## src/rtl/parse_pkg.sv

```systemverilog
// rtl/parse_pkg.sv - shared state enum, default widths, decoded-field type and field helpers for the instruction parser
package parse_pkg;

    localparam int DEF_OP_W  = 4;
    localparam int DEF_PA_W  = 4;
    localparam int DEF_PB_W  = 4;
    localparam int DEF_CW    = DEF_OP_W + DEF_PA_W + DEF_PB_W;
    localparam int DEF_DEPTH = 4;

    typedef enum logic [1:0] {
        S_OP  = 2'd0,
        S_IMM = 2'd1,
        S_OUT = 2'd2
    } parse_state_t;

    typedef struct packed {
        logic [DEF_OP_W-1:0] op;
        logic [DEF_PA_W-1:0] act_type;
        logic [DEF_PB_W-1:0] dense_type;
        logic [DEF_CW-1:0]   imm;
        logic                illegal;
    } dec_word_t;

    // Generic bitfield pick so every unit slices instruction words the same way.
    function automatic logic [31:0] field_of(input logic [31:0] word, input int lsb, input int width);
        logic [31:0] mask;
        mask = (width >= 32) ? 32'hFFFF_FFFF : ((32'd1 << width) - 32'd1);
        return (word >> lsb) & mask;
    endfunction

endpackage

```

## src/rtl/sync_fifo.sv

```systemverilog
// rtl/sync_fifo.sv - single-clock FIFO with first-word fall-through read data
module sync_fifo #(
    parameter int WIDTH = 8,
    parameter int DEPTH = 4,
    localparam int AW    = $clog2(DEPTH),
    localparam int CNT_W = AW + 1
) (
    input  logic             clk,
    input  logic             rst,
    input  logic             push,
    input  logic [WIDTH-1:0] din,
    input  logic             pop,
    output logic [WIDTH-1:0] dout,
    output logic [CNT_W-1:0] count,
    output logic             full,
    output logic             empty
);

    logic [WIDTH-1:0] mem [DEPTH];
    logic [AW-1:0]    wr_ptr;
    logic [AW-1:0]    rd_ptr;
    logic [CNT_W-1:0] cnt;
    logic             push_ok;
    logic             pop_ok;

    assign full    = (cnt == CNT_W'(DEPTH));
    assign empty   = (cnt == '0);
    assign push_ok = push && !full;
    assign pop_ok  = pop && !empty;
    assign dout    = mem[rd_ptr];
    assign count   = cnt;

    // Pointers wrap naturally because DEPTH is a power of two.
    always_ff @(posedge clk) begin
        if (rst) begin
            wr_ptr <= '0;
            rd_ptr <= '0;
            cnt    <= '0;
        end else begin
            if (push_ok) wr_ptr <= wr_ptr + AW'(1);
            if (pop_ok)  rd_ptr <= rd_ptr + AW'(1);
            case ({push_ok, pop_ok})
                2'b10:   cnt <= cnt + CNT_W'(1);
                2'b01:   cnt <= cnt - CNT_W'(1);
                default: cnt <= cnt;
            endcase
        end
    end

    always_ff @(posedge clk) begin
        if (push_ok) mem[wr_ptr] <= din;
    end

endmodule

```

## src/rtl/parse_stream.sv

```systemverilog
// rtl/parse_stream.sv - buffered instruction parser: splits words into fields and binds immediates to long opcodes
module parse_stream
    import parse_pkg::*;
#(
    parameter int OP_W  = DEF_OP_W,
    parameter int PA_W  = DEF_PA_W,
    parameter int PB_W  = DEF_PB_W,
    parameter int DEPTH = DEF_DEPTH,
    parameter logic [2**OP_W-1:0] LONG_OP_MASK  = 16'h8000,
    parameter logic [2**OP_W-1:0] VALID_OP_MASK = 16'h807F,
    localparam int CW    = OP_W + PA_W + PB_W,
    localparam int CNT_W = $clog2(DEPTH) + 1
) (
    input  logic                 clk,
    input  logic                 rst,
    input  logic [CW-1:0]        code,
    input  logic                 code_valid,
    output logic                 code_ready,
    output logic [OP_W-1:0]      op,
    output logic [PA_W-1:0]      act_type,
    output logic [PB_W-1:0]      dense_type,
    output logic [PA_W+PB_W-1:0] cost_type,
    output logic [CW-1:0]        imm,
    output logic                 illegal,
    output logic                 dec_valid,
    input  logic                 dec_ready,
    output logic [CNT_W-1:0]     fifo_count
);

    logic [CW-1:0] fifo_dout;
    logic          fifo_full;
    logic          fifo_empty;
    logic          fifo_push;
    logic          fifo_pop;

    parse_state_t    state, state_n;
    logic [OP_W-1:0] op_q, op_n;
    logic [PA_W-1:0] act_q, act_n;
    logic [PB_W-1:0] dense_q, dense_n;
    logic [CW-1:0]   imm_q, imm_n;
    logic            illegal_q, illegal_n;
    logic            valid_q, valid_n;

    logic [OP_W-1:0] w_op;
    logic [PA_W-1:0] w_act;
    logic [PB_W-1:0] w_dense;
    logic            w_illegal;
    logic            w_long;
    logic            take_op;

    assign code_ready = !rst && !fifo_full;
    assign fifo_push  = code_valid && code_ready;

    sync_fifo #(
        .WIDTH (CW),
        .DEPTH (DEPTH)
    ) u_fifo (
        .clk   (clk),
        .rst   (rst),
        .push  (fifo_push),
        .din   (code),
        .pop   (fifo_pop),
        .dout  (fifo_dout),
        .count (fifo_count),
        .full  (fifo_full),
        .empty (fifo_empty)
    );

    assign w_op      = OP_W'(field_of(32'(fifo_dout), PA_W + PB_W, OP_W));
    assign w_act     = PA_W'(field_of(32'(fifo_dout), PB_W, PA_W));
    assign w_dense   = PB_W'(field_of(32'(fifo_dout), 0, PB_W));
    assign w_illegal = !VALID_OP_MASK[w_op];
    // An illegal opcode never claims the next word, whatever its long bit says.
    assign w_long    = LONG_OP_MASK[w_op] && !w_illegal;

    always_comb begin
        state_n   = state;
        op_n      = op_q;
        act_n     = act_q;
        dense_n   = dense_q;
        imm_n     = imm_q;
        illegal_n = illegal_q;
        valid_n   = valid_q;
        fifo_pop  = 1'b0;
        take_op   = 1'b0;

        case (state)
            S_OP: take_op = !fifo_empty;
            S_IMM: begin
                if (!fifo_empty) begin
                    fifo_pop = 1'b1;
                    imm_n    = fifo_dout;
                    valid_n  = 1'b1;
                    state_n  = S_OUT;
                end
            end
            S_OUT: begin
                if (dec_ready) begin
                    if (!fifo_empty) begin
                        take_op = 1'b1;
                    end else begin
                        valid_n = 1'b0;
                        state_n = S_OP;
                    end
                end
            end
            default: state_n = S_OP;
        endcase

        // Opcode-word load shared by the idle state and the handshake-and-reload path.
        if (take_op) begin
            fifo_pop  = 1'b1;
            op_n      = w_op;
            act_n     = w_act;
            dense_n   = w_dense;
            illegal_n = w_illegal;
            imm_n     = '0;
            if (w_long) begin
                valid_n = 1'b0;
                state_n = S_IMM;
            end else begin
                valid_n = 1'b1;
                state_n = S_OUT;
            end
        end
    end

    always_ff @(posedge clk) begin
        if (rst) begin
            state     <= S_OP;
            op_q      <= '0;
            act_q     <= '0;
            dense_q   <= '0;
            imm_q     <= '0;
            illegal_q <= 1'b0;
            valid_q   <= 1'b0;
        end else begin
            state     <= state_n;
            op_q      <= op_n;
            act_q     <= act_n;
            dense_q   <= dense_n;
            imm_q     <= imm_n;
            illegal_q <= illegal_n;
            valid_q   <= valid_n;
        end
    end

    assign op         = op_q;
    assign act_type   = act_q;
    assign dense_type = dense_q;
    assign cost_type  = {act_q, dense_q};
    assign imm        = imm_q;
    assign illegal    = illegal_q;
    assign dec_valid  = valid_q;

endmodule
```

## config.mk

```make
export PLATFORM = sky130hd
export DESIGN_NAME = parse_stream
export DESIGN_NICKNAME = d
export VERILOG_FILES = /design/src/rtl/parse_pkg.sv /design/src/rtl/sync_fifo.sv /design/src/rtl/parse_stream.sv
export SDC_FILE = /design/constraint.sdc
export NUM_CORES = 1
export LEC_CHECK = 0
export ABC_AREA = 1
export BUFFER_PORTS_ARGS = -buffer_cell sky130_fd_sc_hd__buf_2
export CORE_MARGIN = 2
export CORE_UTILIZATION = 55
export CTS_CLUSTER_DIAMETER = 120
export CTS_CLUSTER_SIZE = 25
export DETAILED_ROUTE_END_ITERATION = 8
export PLACE_DENSITY = 0.88
export SLEW_MARGIN = 20
export SYNTH_ARGS = -nofsm -noshare
export SYNTH_HDL_FRONTEND = slang
export SYNTH_HIERARCHICAL = 1
export SYNTH_SLANG_ARGS = --single-unit
```

## constraint.sdc

```tcl
create_clock -name clk -period 2.9 [get_ports clk]
set_input_delay 0.58 -clock clk [delete_from_list [all_inputs] [get_ports clk]]
set_output_delay 0.58 -clock clk [all_outputs]
set_load 0.02 [all_outputs]
```

# After elaboration in Yosys (flattened, before gate mapping)
# Memory sizes are Yosys's and may differ from the RTL's. A register that Yosys moved wholly into a read port is not among the register bits.
# Index checks and enable logic that the tools add are counted.
[word_totals]
rom_bits = 32
mem_bits_rw = 48
out_inout_bits = 38
ff_bits = 35
in_bits = 16
memories = 3
elab_cells = 69
[classes]
n_eq_ne = 9
bitwise_logic = 1
n_lt_le_gt_ge = 1
mux = 24
n_reduce_logical = 17
addsub = 4
[mem_list]
columns = ["memory", "words", "word_bits", "read_ports", "rd_clocked_by_memory_dff", "write_ports", "line", "rtl"]
rows = [
  ["u_fifo.mem", 4, 12, 1, 1, 1, "sync_fifo.sv:19", "logic [WIDTH-1:0] mem [DEPTH];"],
  ["(no name shown)", 16, 1, 1, 0, 0, "parse_stream.sv:74", "assign w_long = LONG_OP_MASK[w_op] && !w_illegal;"],
  ["(no name shown)", 16, 1, 1, 0, 0, "parse_stream.sv:72", "assign w_illegal = !VALID_OP_MASK[w_op];"],
]
[op_table]
columns = ["op", "n"]
rows = [
  ["2-to-1 mux 2 bit", 7],
  ["2-to-1 mux 1 bit", 13],
  ["!= test 3 bit, second input constant", 3],
  ["AND reduction 4 bit", 2],
  ["one-hot mux 2 bit (3 select lines)", 1],
  ["one-hot mux 3 bit (2 select lines)", 1],
  ["logical AND 1 bit", 5],
  ["< comparator 4 x 5 -> 1 bit, second input constant", 1],
  ["adder 2 x 1 -> 2 bit, second input constant", 2],
  ["== test 2 x 1 -> 1 bit, second input constant", 2],
  ["== test 2 bit, second input constant", 2],
  ["logical NOT 1 bit", 4],
  ["one-hot mux 1 bit (2 select lines)", 2],
  ["adder 3 x 1 -> 3 bit, second input constant", 1],
  ["== test 3 bit, second input constant", 1],
  ["logical NOT 3 bit", 1],
  ["nonzero test 3 bit", 1],
  ["subtractor 3 x 1 -> 3 bit, second input constant", 1],
  ["logical NOT 2 bit", 1],
  ["!= test 2 bit, second input constant", 1],
  ["AND reduction 2 bit", 1],
  ["nonzero test 2 bit", 1],
  ["OR reduction 2 bit", 1],
  ["NOT 1 bit", 1],
]

# Logic depth before layout (Yosys ltp)
# Gate-level depths: netlist (run 1).
[depth]
word_depth = 8
ltp_mapped = 18
ltp_nobuf = 17

# Hierarchy
# Netlist (run 1), hierarchy kept.
[by_module_without_submodules]
columns = ["module", "instances", "cells_each", "seq_area_each_um2", "area_per_inst_um2"]
rows = [
  ["sync_fifo", 1, 186, 1621.6, 2285.9],
  ["parse_stream", 1, 148, 560.5, 1172.4],
]

# Worst setup path before layout (run 1)
# OpenSTA, ideal clock, no wires.
[synth_path]
path_type = "reg-to-reg"
start = "reg u_fifo.cnt[1] (netlist: u_fifo/count[1])"
end = "reg u_fifo.cnt[2] (netlist: u_fifo/count[2])"
t_arrival_ns = 2.201
path_stages_with_launch = 19
path_slack_ns = 0.586
path_buffers = 1
period_less_slack_ns = 2.314
setup_time_ns = 0.113
required_time_ns = 2.787
path_cell_list = "dfxtp_1 nor2_4 nand2_2 inv_1 nor2_4 inv_1 buf_6 nand2_1 nand2_1 inv_2 ha_1 inv_1 fa_1 inv_1 nand2_1 nand3_1 nand2_1 nand2_1 nor2_1"
[synth_between]
elab_chain_cells = 8
elab_cells_between_ends = 19
classes_between = "add/sub (2); eq/ne (3); mux (6); reduce/logical (8)"
[synth_lines]
columns = ["element", "line", "rtl"]
rows = [
  ["start: declaration", "sync_fifo.sv:22", "logic [CNT_W-1:0] cnt;"],
  ["start signal: assignment", "sync_fifo.sv:43", "2'b10: cnt <= cnt + CNT_W'(1);"],
  ["start signal: assignment", "sync_fifo.sv:44", "2'b01: cnt <= cnt - CNT_W'(1);"],
  ["start signal: assignment", "sync_fifo.sv:45", "default: cnt <= cnt;"],
  ["logical NOT 3 bit *", "sync_fifo.sv:27", "assign empty = (cnt == '0);"],
  ["net fifo_empty", "parse_stream.sv:32", "logic fifo_empty;"],
  ["2-to-1 mux 1 bit", "parse_stream.sv:90, parse_stream.sv:99", ""],
  ["2-to-1 mux 1 bit", "parse_stream.sv:98", "if (dec_ready) begin"],
  ["one-hot mux 1 bit (2 select lines)", "parse_stream.sv:87", "case (state)"],
  ["2-to-1 mux 1 bit *", "parse_stream.sv:111", "if (take_op) begin"],
  ["net fifo_pop", "parse_stream.sv:34", "logic fifo_pop;"],
  ["logical AND 1 bit *", "sync_fifo.sv:29", "assign pop_ok = pop && !empty;"],
  ["net u_fifo.pop_ok", "sync_fifo.sv:24", "logic pop_ok;"],
  ["== test 2 x 1 -> 1 bit or == test 2 bit (tied branches)", "sync_fifo.sv:42", "case ({push_ok, pop_ok})"],
  ["one-hot mux 3 bit (2 select lines) or nonzero test 2 bit (tied branches)", "--", ""],
]
# Mark *: on every way through the listed nets, which the timed path passes. The rest lies on a longest branch.
# A chain may end at the register's enable or synchronous reset.

# Worst setup path in the final report (run 1)
# Ends and elaborated chain as after synthesis.

==> summary by stage, run 1 <==
Setup path
The worst setup path is captured at a flop. At the worst endpoint, the required time is 3.17 ns. Traced cell by cell, the critical path runs through nor2_4 > nand2_2 > inv_1 > inv_1 > nand2_2 > nand2_1 > nand2_1 > inv_2 > ha_1 > inv_1 > fa_1 > inv_1 > nand2_1 > nand3_1 > nand2_1 > nand2_1 > nor2_1.

Counting stages on the worst path, the most repeated cell is nand2_1. In this design, the largest share of critical-path delay is due to simple AND/OR/NAND/NOR gates. The number of buffer and inverter stages on the critical path is 5. The type of origin of the critical path is a flop. In this run the worst path has a maximum fanout of 14.

The delay of the slowest critical-path stage is 0.42 ns. The worst setup path category is reg2reg. The largest individual stage delay along the critical path comes from the cell dfxtp_1.

The data arrival time of the critical path is 2.60 ns.

Drt
The post-detailed-route DRC marker count is 0. The routed wirelength normalized by instance count is 14.54 um. In the routed layout, each cell is associated on average with a via count of 5.166. The post-route antenna net violation count is 0. The number of iterations in the first detailed-routing pass is 4. The total vias in the final route is 2397.

The overall routed net length is 6.747 mm. After the first detailed-routing iteration, the DRC count stood at 153.

Clock network
Buffers added to address setup during post-CTS repair amount to 0. The H-tree was split into 3 levels. Clock tree synthesis inserted a total of 9 buffers.

The total clock sinks is 85. The longest clock path from root to sink contains 2 buffers. The number of cells upsized or downsized after cts is 0. The clock transition at the register clock pins on the worst setup and hold paths after CTS is 0.09 ns. The CTS tree is built.

The number of buffers inserted for hold repair after clock tree synthesis is 0. The cell sitting at the root of the clock tree is a clkbuf_8. The clock latency reported for the late side of the worst-skew pair is 0.37 ns.

Layout
The filler cells instantiated in the layout total 465. The share of final-layout standard cells stronger than drive strength 1 is 25.45%. Once layout is complete, the utilization of the core stands at about two thirds. The area growth from synthesis to final layout is 13.21%. The final non-filler cell area is 3915 sq um. The diode insertion count for antenna repair is 0. In the final design database the tool counted 406 nets.

Job
The number of max-cap violations is 0.

Timing
The top achievable clock speed is 0.4286 GHz. The final max-slew violation count is 0. The worst clock skew is 0.01178 ns. In the final timing run, aggregate negative setup slack is 0 ns. The time the final worst path needs with I/O delays and setup is 2.333 ns. Across all hold checks on the routed design, the worst slack comes to ~0.42 ns. The final critical path takes up between 80% and 90% of the cycle. For the pin with the worst max-slew slack, the measured transition is 0.5392 ns.

Setup repair after global routing left no endpoint under its margin. Measured against its own limit, the worst slew margin works out to ~64%. The count of endpoints failing setup in the final report is 0. The final hold violation count is 0.

Synth
The share of synthesized area in the top cell type comes to around two fifths. The count of synthesis-stage warnings from yosys is 6. After synthesis, flip-flops and latches occupy 63.10% of the total area.

Synthesis handed over a netlist of 334 instances. The number of nets produced by synthesis is ~360. The number of unique standard cell types used by synthesis is 26. The biggest area consumer among synthesized cells is edfxtp_1. Counting flops and latches in the post-synthesis netlist gives 85.

In the post-synthesis netlist, the biggest area contributors are edfxtp_1 42%, dfxtp_1 21%, nand2_1 7.5%. The synthesized cell area is 3458 sq um. The synthesized area divided by synthesized cell count is 10.35 sq um.

GRT
Global routing used 20.22% of the available tracks. The first-pass GRT wire length is 10.90 mm. The number of antenna violations at the first check in global routing is 0. For this run, global-route usage on met2 was measured as 32.77%. The via count of the first global-routing pass is ~2300.

The total congestion overflow is 0. The highest-utilization routing layer at the global route stage is met2. Global routing used 25.21% of the available met1 tracks.

The met3 layer usage reported by global route is under 10%. The pin count of the biggest net entering global routing is 25.

Pwr
The reported net switching power is about 1.6 mW. VDD sags by at most 0.0006954 V. The proportion of total power due to net switching is about two fifths. The static leakage is 1.567 nW. Of the total power, the clock network draws 22.4%. Power comes to 3.899 mW.

The portion of total power attributed to combinational logic is 36.9%. The internal power of the cells totals approximately 2.3 mW. Per report_power, the sequential group accounts for 40.7% of the total.

Power spread over the standard cell area amounts to about 1000 nW/um^2.

Place
The cell area reported after detailed placement is between 3000 and 4000 sq um. The congestion estimate from routability-driven global placement came to 0.8309. The HPWL after detailed placement is 4.557 mm. Buffers placed on the I/O ports in this run total 53.

Floorplanning
The floorplan step set the die width to 83.30 um. The floorplan step set the die height to 83.30 um. The core region is 5991 sq um. The die covers 6938 sq um. The number of cell rows is 28. The count of pins on the block boundary is 54. The initial core utilization is 57.73%.

Run status
The flow ran to the end, and the final reports show no timing, DRC or antenna violations.

Hold path
The tightest min-delay check is of the in2reg type.
[worst paths after layout]
| kind | slack, ns | depth (start not counted) | from | to |
|---|---|---|---|---|
| max reg2reg | 0.57 | 17 | u_fifo/count[1]$_SDFFE_PP0P_ | u_fifo/count[2]$_SDFFE_PP0P_ |
| max | 0.57 | 17 | u_fifo/count[1]$_SDFFE_PP0P_ | u_fifo/count[2]$_SDFFE_PP0P_ |
| min reg2reg | 0.47 | 2 | op[0]$_SDFFE_PP0P_ | op[0]$_SDFFE_PP0P_ |
| min | 0.42 | 1 | code[6] | u_fifo/mem[3][6]$_DFFE_PP_ |
[per-layer routing]
| layer | vias up | share of wire [%] |
|---|---|---|
| li1 | 1213 | - |
| met1 | 1110 | 43 |
| met2 | 65 | 49 |
| met3 | 9 | 6.3 |
| met4 | 0 | 1.3 |
| met5 | - | 0 |
[cell families (layout without fill, tap and decap cells)]
kind of cell / count (synthesis) / in the layout / share of synthesized area (%)
AND/OR/NAND/NOR: 124 / 124 / 15.05
AO/OA/AOI/OAI: 72 / 72 / 12.05
adder cells (fa/ha/maj): 6 / 6 / 2.388
buffers and inverters: 47 / 102 / 7.417
flip-flops: 85 / 85 / 63.10
[worst reg2reg max path, delay by kind of cell (launching register included)]
| family | cells | cell delay (ns) |
|---|---|---|
| adders and majority gates | 2 | 0.53 |
| buffers and inverters | 5 | 0.36 |
| DFF | 1 | 0.42 |
| and+or+nand+nor | 10 | 0.92 |
[cells in the mapped netlist]
library cell / instances
nand2_2: 4
nand2_1: 69
or2_4: 1
inv_1: 22
a21oi_2: 10
buf_2: 4
o22ai_1: 12
ha_1: 5
edfxtp_1: 48
o21ai_1: 16
or2_2: 1
o21ai_0: 10
fa_1: 1
nand3_1: 7
a21oi_1: 23
nor2_1: 37
a31o_2: 1
buf_4: 12
nor3b_1: 1
inv_2: 4
nand2_4: 1
buf_6: 4
nand4_1: 1
clkbuf_1: 1
nor2_4: 2
dfxtp_1: 37
[cells in the final DEF (no fill, tap or decap)]
cell and instances:
nand2_1 69, buf_2 53, edfxtp_1 48, nor2_1 37, dfxtp_1 37, a21oi_1 23
inv_1 22, o21ai_1 16, o22ai_1 12, a21oi_2 10, o21ai_0 10, clkbuf_8 9
nand3_1 7, buf_4 7, ha_1 5, nand2_2 4, inv_2 4, inv_6 4
nor2_4 2, nor3b_1 1, or2_4 1, nand4_1 1, or2_2 1, a31o_2 1
clkbuf_1 1, bufinv_16 1, inv_8 1, nand2_4 1, fa_1 1
[registers in the layout, summed over array words and instances, names as in the netlist, named ones only]
name and flops:
dec_valid 1, u_fifo/count 3, state 2, u_fifo/mem 48, u_fifo/rd_ptr 2, op 4
imm 12, illegal 1, act_type 4, u_fifo/wr_ptr 2, dense_type 4
[power groups by stage]
| stage | clock network (mW) | registers [mW] | logic, mW |
|---|---|---|---|
| floorplan | 0 | 1.72 | 1.03 |
| global placement | 0 | 1.61 | 1.37 |
| detailed placement | 0 | 1.62 | 1.42 |
| CTS | 0.885 | 1.59 | 1.44 |
| global route | 0.937 | 1.61 | 1.56 |
| finish | 0.873 | 1.59 | 1.44 |
[stage by stage]
stage               setup WS [ns]  instances
detailed placement         0.4935        448
global placement           0.5742        448
CTS                        0.5758        464
floorplan                  0.5864        334
global route               0.3041        464
finish                     0.5670        464
[final cells by class]
type	instances	area [sq um]	area share [%]
Clock buffer	10	127.6	3.260
Inverter	26	97.59	2.493
Multi-Input combinational cell	202	1020	26.05
Tap cell	75	93.84	2.397
Sequential cell	85	2182	55.74
Clock inverter	6	76.32	1.950
Timing Repair Buffer	60	317.8	8.118
No activity file was read; power rests on OpenSTA's default activity.
==> inputs of run 2 (changes only) <==
Settings changed: ABC_AREA 1 to 0, CORE_UTILIZATION 55 to 50, PLACE_DENSITY 0.88 to 0.85.
Clock period 2.9 ns to 2 ns, I/O delays scaled along.
==> run 2 against run 1 <==
  * The flow now finishes with violations (negative setup slack)
  * Synthesized cell count fell by 22%
  * Combinational power rose by 16%
  * Non-clock buffer count up 24
  * Synthesized area fell by 0.65%
  * Final area is 5.8% higher
  * Critical endpoint unchanged
==> summary by stage, run 2 <==
Run status
The run finished, with violations left. The final reports fail on negative setup slack.

Synth
The fraction of synthesized cell area taken by the top area cell type is 41.95% (+0.27 points). The synthesized cell area is 3436 sq um (-0.65%). The count of flip-flops with a built-in enable after synthesis is 48 (unchanged).

The proportion of register bits with asynchronous set or reset after synthesis was 0% (unchanged). The post-synthesis register bit count came to 85 (unchanged). The number of unique standard cell types used by synthesis is 38 (+46%). The most frequently used cell type in the post-synthesis netlist is edfxtp_1. The number of nets produced by synthesis is 283 (-21%). The biggest area consumer among synthesized cells is edfxtp_1.

Among all flip-flop cells after synthesis, the most frequent one is edfxtp_1. The instance count of the mapped netlist came to 261 (-22%). The register area share after synthesis is 63.51% (+0.41 points). Ranked by total cell area, the synthesized netlist is headed by edfxtp_1 42%, dfxtp_1 22%, mux4_1 6.1%.

The commonest cells after synthesis are 48 x edfxtp_1, 37 x dfxtp_1, 31 x a21oi_1, 25 x nand2_1, 17 x o21ai_0. The count of synthesis-stage warnings from yosys is 6 (unchanged). The synthesized area divided by synthesized cell count came to 13.16 sq um (+27%).

Pwr
The maximum resistive drop on vdd is 0.0004702 V (-32%). The total power after layout is 4.998 mW (+28%). The static leakage came to 1.579 nW (+0.76%).

The power per unit of standard cell area is 1207 nW/um^2 (+21%).

GRT
The via count of the first global-routing pass is 2205 (-5.0%). The highest-utilization routing layer at the global route stage is met2. The first-pass GRT wire length came to 10.52 mm (-3.5%).

The total track usage was 18.57% (-1.7 points). The met2 track utilization from global routing came to 31.37% (-1.4 points). The met1 track demand over resource is 21.88% (-3.3 points).

The met3 layer usage reported by global route came to 4.360% (-1.2 points). The number of antenna violations at the first check in global routing is 0 (unchanged). The total congestion overflow is 0 (unchanged). The pin count of the biggest net entering global routing is 27 (+8.0%).

Place
The placer's final routability congestion estimate came to 0.8147 (-1.9%). The placed cell count is 399 (-11%). The number of I/O port buffers is 53 (unchanged).

The placed wire-length estimate is 4.692 mm (+3.0%). The cell area reported after detailed placement was 3901 sq um (+5.1%).

Timing
The final max-slew violation count was 0 (unchanged). The accumulated negative setup slack is -0.4869 ns (-0.4869 ns). The pin slew with the least headroom to its limit is 0.4454 ns (-0.09388 ns). The final worst slack is -0.3462 ns (-0.9133 ns). The time the final worst path needs with I/O delays and setup was 2.346 ns (+0.01325 ns). The worst-case hold slack is 0.2628 ns (-0.1588 ns). The worst clock skew is 0.006628 ns (-0.005156 ns). The final clock period utilization by the worst path was 117.3% (+37 points). The count of endpoints failing setup in the final report is 2 (+2). The top achievable clock speed is 0.4262 GHz (-0.56%).

The final hold violation count is 0 (unchanged). The worst max-slew margin expressed relative to the limit is 69.54% (+5.5 points). Setup repair after global routing could not meet its margin everywhere.

Job
The number of max-cap violations is 0 (unchanged).

Drt
The overall routed net length was 6.735 mm (-0.18%). The average vias per placed instance is 5.501 (+6.5%). The post-route antenna net violation count is 0 (unchanged).

The routed wirelength normalized by instance count is 16.07 um (+11%). The number of iterations in the first detailed-routing pass is 4 (unchanged). The post-detailed-route DRC marker count is 0 (unchanged). The total vias in the final route is 2305 (-3.8%). The DRC violation total after the first TritonRoute iteration is 132 (-14%).

Setup path
The type of origin of the critical path is a flop. In this run the critical register-to-register path is captured at u_fifo/count[2]$_SDFFE_PP0P_. The biggest fanout along the worst timing path is 4 (-10). The minimum setup slack among reg-to-reg paths was -0.35 ns (-0.91 ns). The worst setup path category is reg2reg.

The worst register-to-register path begins at u_fifo/count[1]$_SDFFE_PP0P_. STA classifies the critical path endpoint as a flop. The data required time at the worst endpoint is 2.28 ns (-0.89 ns). The worst reg-to-reg path cell count is 11 (-6). The data arrival time of the critical path is 2.63 ns (+0.03 ns).

Layout
The diode insertion count for antenna repair is 0 (unchanged). The top cell types in the final layout, fill and taps aside, are 53 x buf_2, 48 x edfxtp_1, 33 x dfxtp_1. The area growth from synthesis to final layout is 20.50%. The share of final-layout standard cells stronger than drive strength 1 is 35.10% (+9.7 points).

The number of flip-flops in the largest register is 48 (unchanged). The final cell count without fillers is 419 (-9.7%). Leaving out fill and tap cells, the most frequent cell in the layout is buf_2. The final non-filler cell area came to 4140 sq um (+5.8%).

The final net count is 356 (-12%). The top register by number of flip-flops is u_fifo/mem.

Hold path
The hold path depth is 1 (unchanged). The startpoint of the tightest hold check path is code[2]. The worst hold path terminates at u_fifo/mem[3][2]$_DFFE_PP_. The type of the worst min-delay path is in2reg.

Clock network
TritonCTS built the clock tree. The clock latency reported for the late side of the worst-skew pair is 0.35 ns (-0.02 ns). The clock transition at the register clock pins on the worst setup and hold paths after CTS is 0.08 ns (about the same). The clock buffer count from CTS was 9 (unchanged). The number of buffers inserted for hold repair after clock tree synthesis is 0 (unchanged). The buffer cell driving the clock tree root is clkbuf_8. The total clock sinks is 85 (unchanged). The H-tree depth is 3 (unchanged). The maximum clock insertion buffer count is 2 (unchanged).

Floorplanning
The initial core utilization came to 51.14% (-6.6 points). The core area is 6719 sq um (+12%). The count of pins on the block boundary is 54 (unchanged).

The number of cell rows is 30 (+7.1%). The die area is 7551 sq um (+8.8%). The height of the chip is 86.90 um (+4.3%). The die width is 86.90 um (+4.3%).
## run 2: what timing repair did
action,CTS,global route
setup endpoints to repair,2,5
endpoints found under the hold margin,0,0
resized for setup,2,3
pin swaps,2,1
setup buffers,2,2
## run 2: critical path: stages, from the launching register on
cell and delay (ns):
dfxtp_4 0.38, nor3_4 0.05, or3b_4 0.39, o21ai_4 0.08, o31ai_2 0.10, inv_1 0.08
ha_2 0.19, inv_2 0.04, fa_2 0.33, xor2_1 0.18, or3_1 0.33, a21oi_2 0.13
## run 2: worst max path at each step
stage | from | to | slack [ns] | cells after the start
2_1_floorplan | u_fifo/count[1]$_SDFFE_PP0P_ | u_fifo/count[2]$_SDFFE_PP0P_ | -0.46 | 13
3_3_place_gp | dec_ready | u_fifo/count[2]$_SDFFE_PP0P_ | -0.18 | 11
3_5_place_dp | u_fifo/count[1]$_SDFFE_PP0P_ | u_fifo/count[2]$_SDFFE_PP0P_ | -0.25 | 11
4_1_cts | u_fifo/count[1]$_SDFFE_PP0P_ | u_fifo/count[2]$_SDFFE_PP0P_ | -0.30 | 11
5_1_grt | u_fifo/count[1]$_SDFFE_PP0P_ | u_fifo/count[2]$_SDFFE_PP0P_ | -0.43 | 11
6_report | u_fifo/count[1]$_SDFFE_PP0P_ | u_fifo/count[2]$_SDFFE_PP0P_ | -0.35 | 11
## run 2: per-layer routing
layer  vias up  part of all wire, %
met4         0                  2.0
met3         9                  6.0
met2        83                   50
met1      1116                   42
met5         -                    0
li1       1097                    -
## run 2: cell type report
class                           instances  area (sq um)
Multi-Input combinational cell        144          1094
Fill cell                             505          2579
Inverter                               10         37.54
Clock buffer                           10         127.6
Clock inverter                          6         63.81
Timing Repair Buffer                   84         523.0
Sequential cell                        85          2195
Tap cell                               80         100.1
## run 2: cells by family after synthesis
logic type | count (synthesis) | share of synthesized area (%)
adder cells (fa/ha/maj) | 6 | 2.404
buffers and inverters | 32 | 5.790
AO/OA/AOI/OAI | 54 | 8.449
XOR/XNOR | 4 | 1.020
multiplexers | 13 | 9.031
flip-flops | 85 | 63.51
AND/OR/NAND/NOR | 67 | 9.796
## run 2: metrics by stage
| stage | util (%) | setup WS, ns |
|---|---|---|
| floorplan | - | -0.4650 |
| global placement | 58.06 | -0.1831 |
| detailed placement | 58.06 | -0.2467 |
| CTS | 61.21 | -0.2958 |
| global route | 61.62 | -0.4317 |
| finish | 61.62 | -0.3462 |
## run 2: power breakdown
group	internal, mW	switching, mW	leakage (nW)
Clock	0.574	0.592	0.0884
Combinational	0.720	0.953	0.752
Sequential	2.04	0.122	0.739
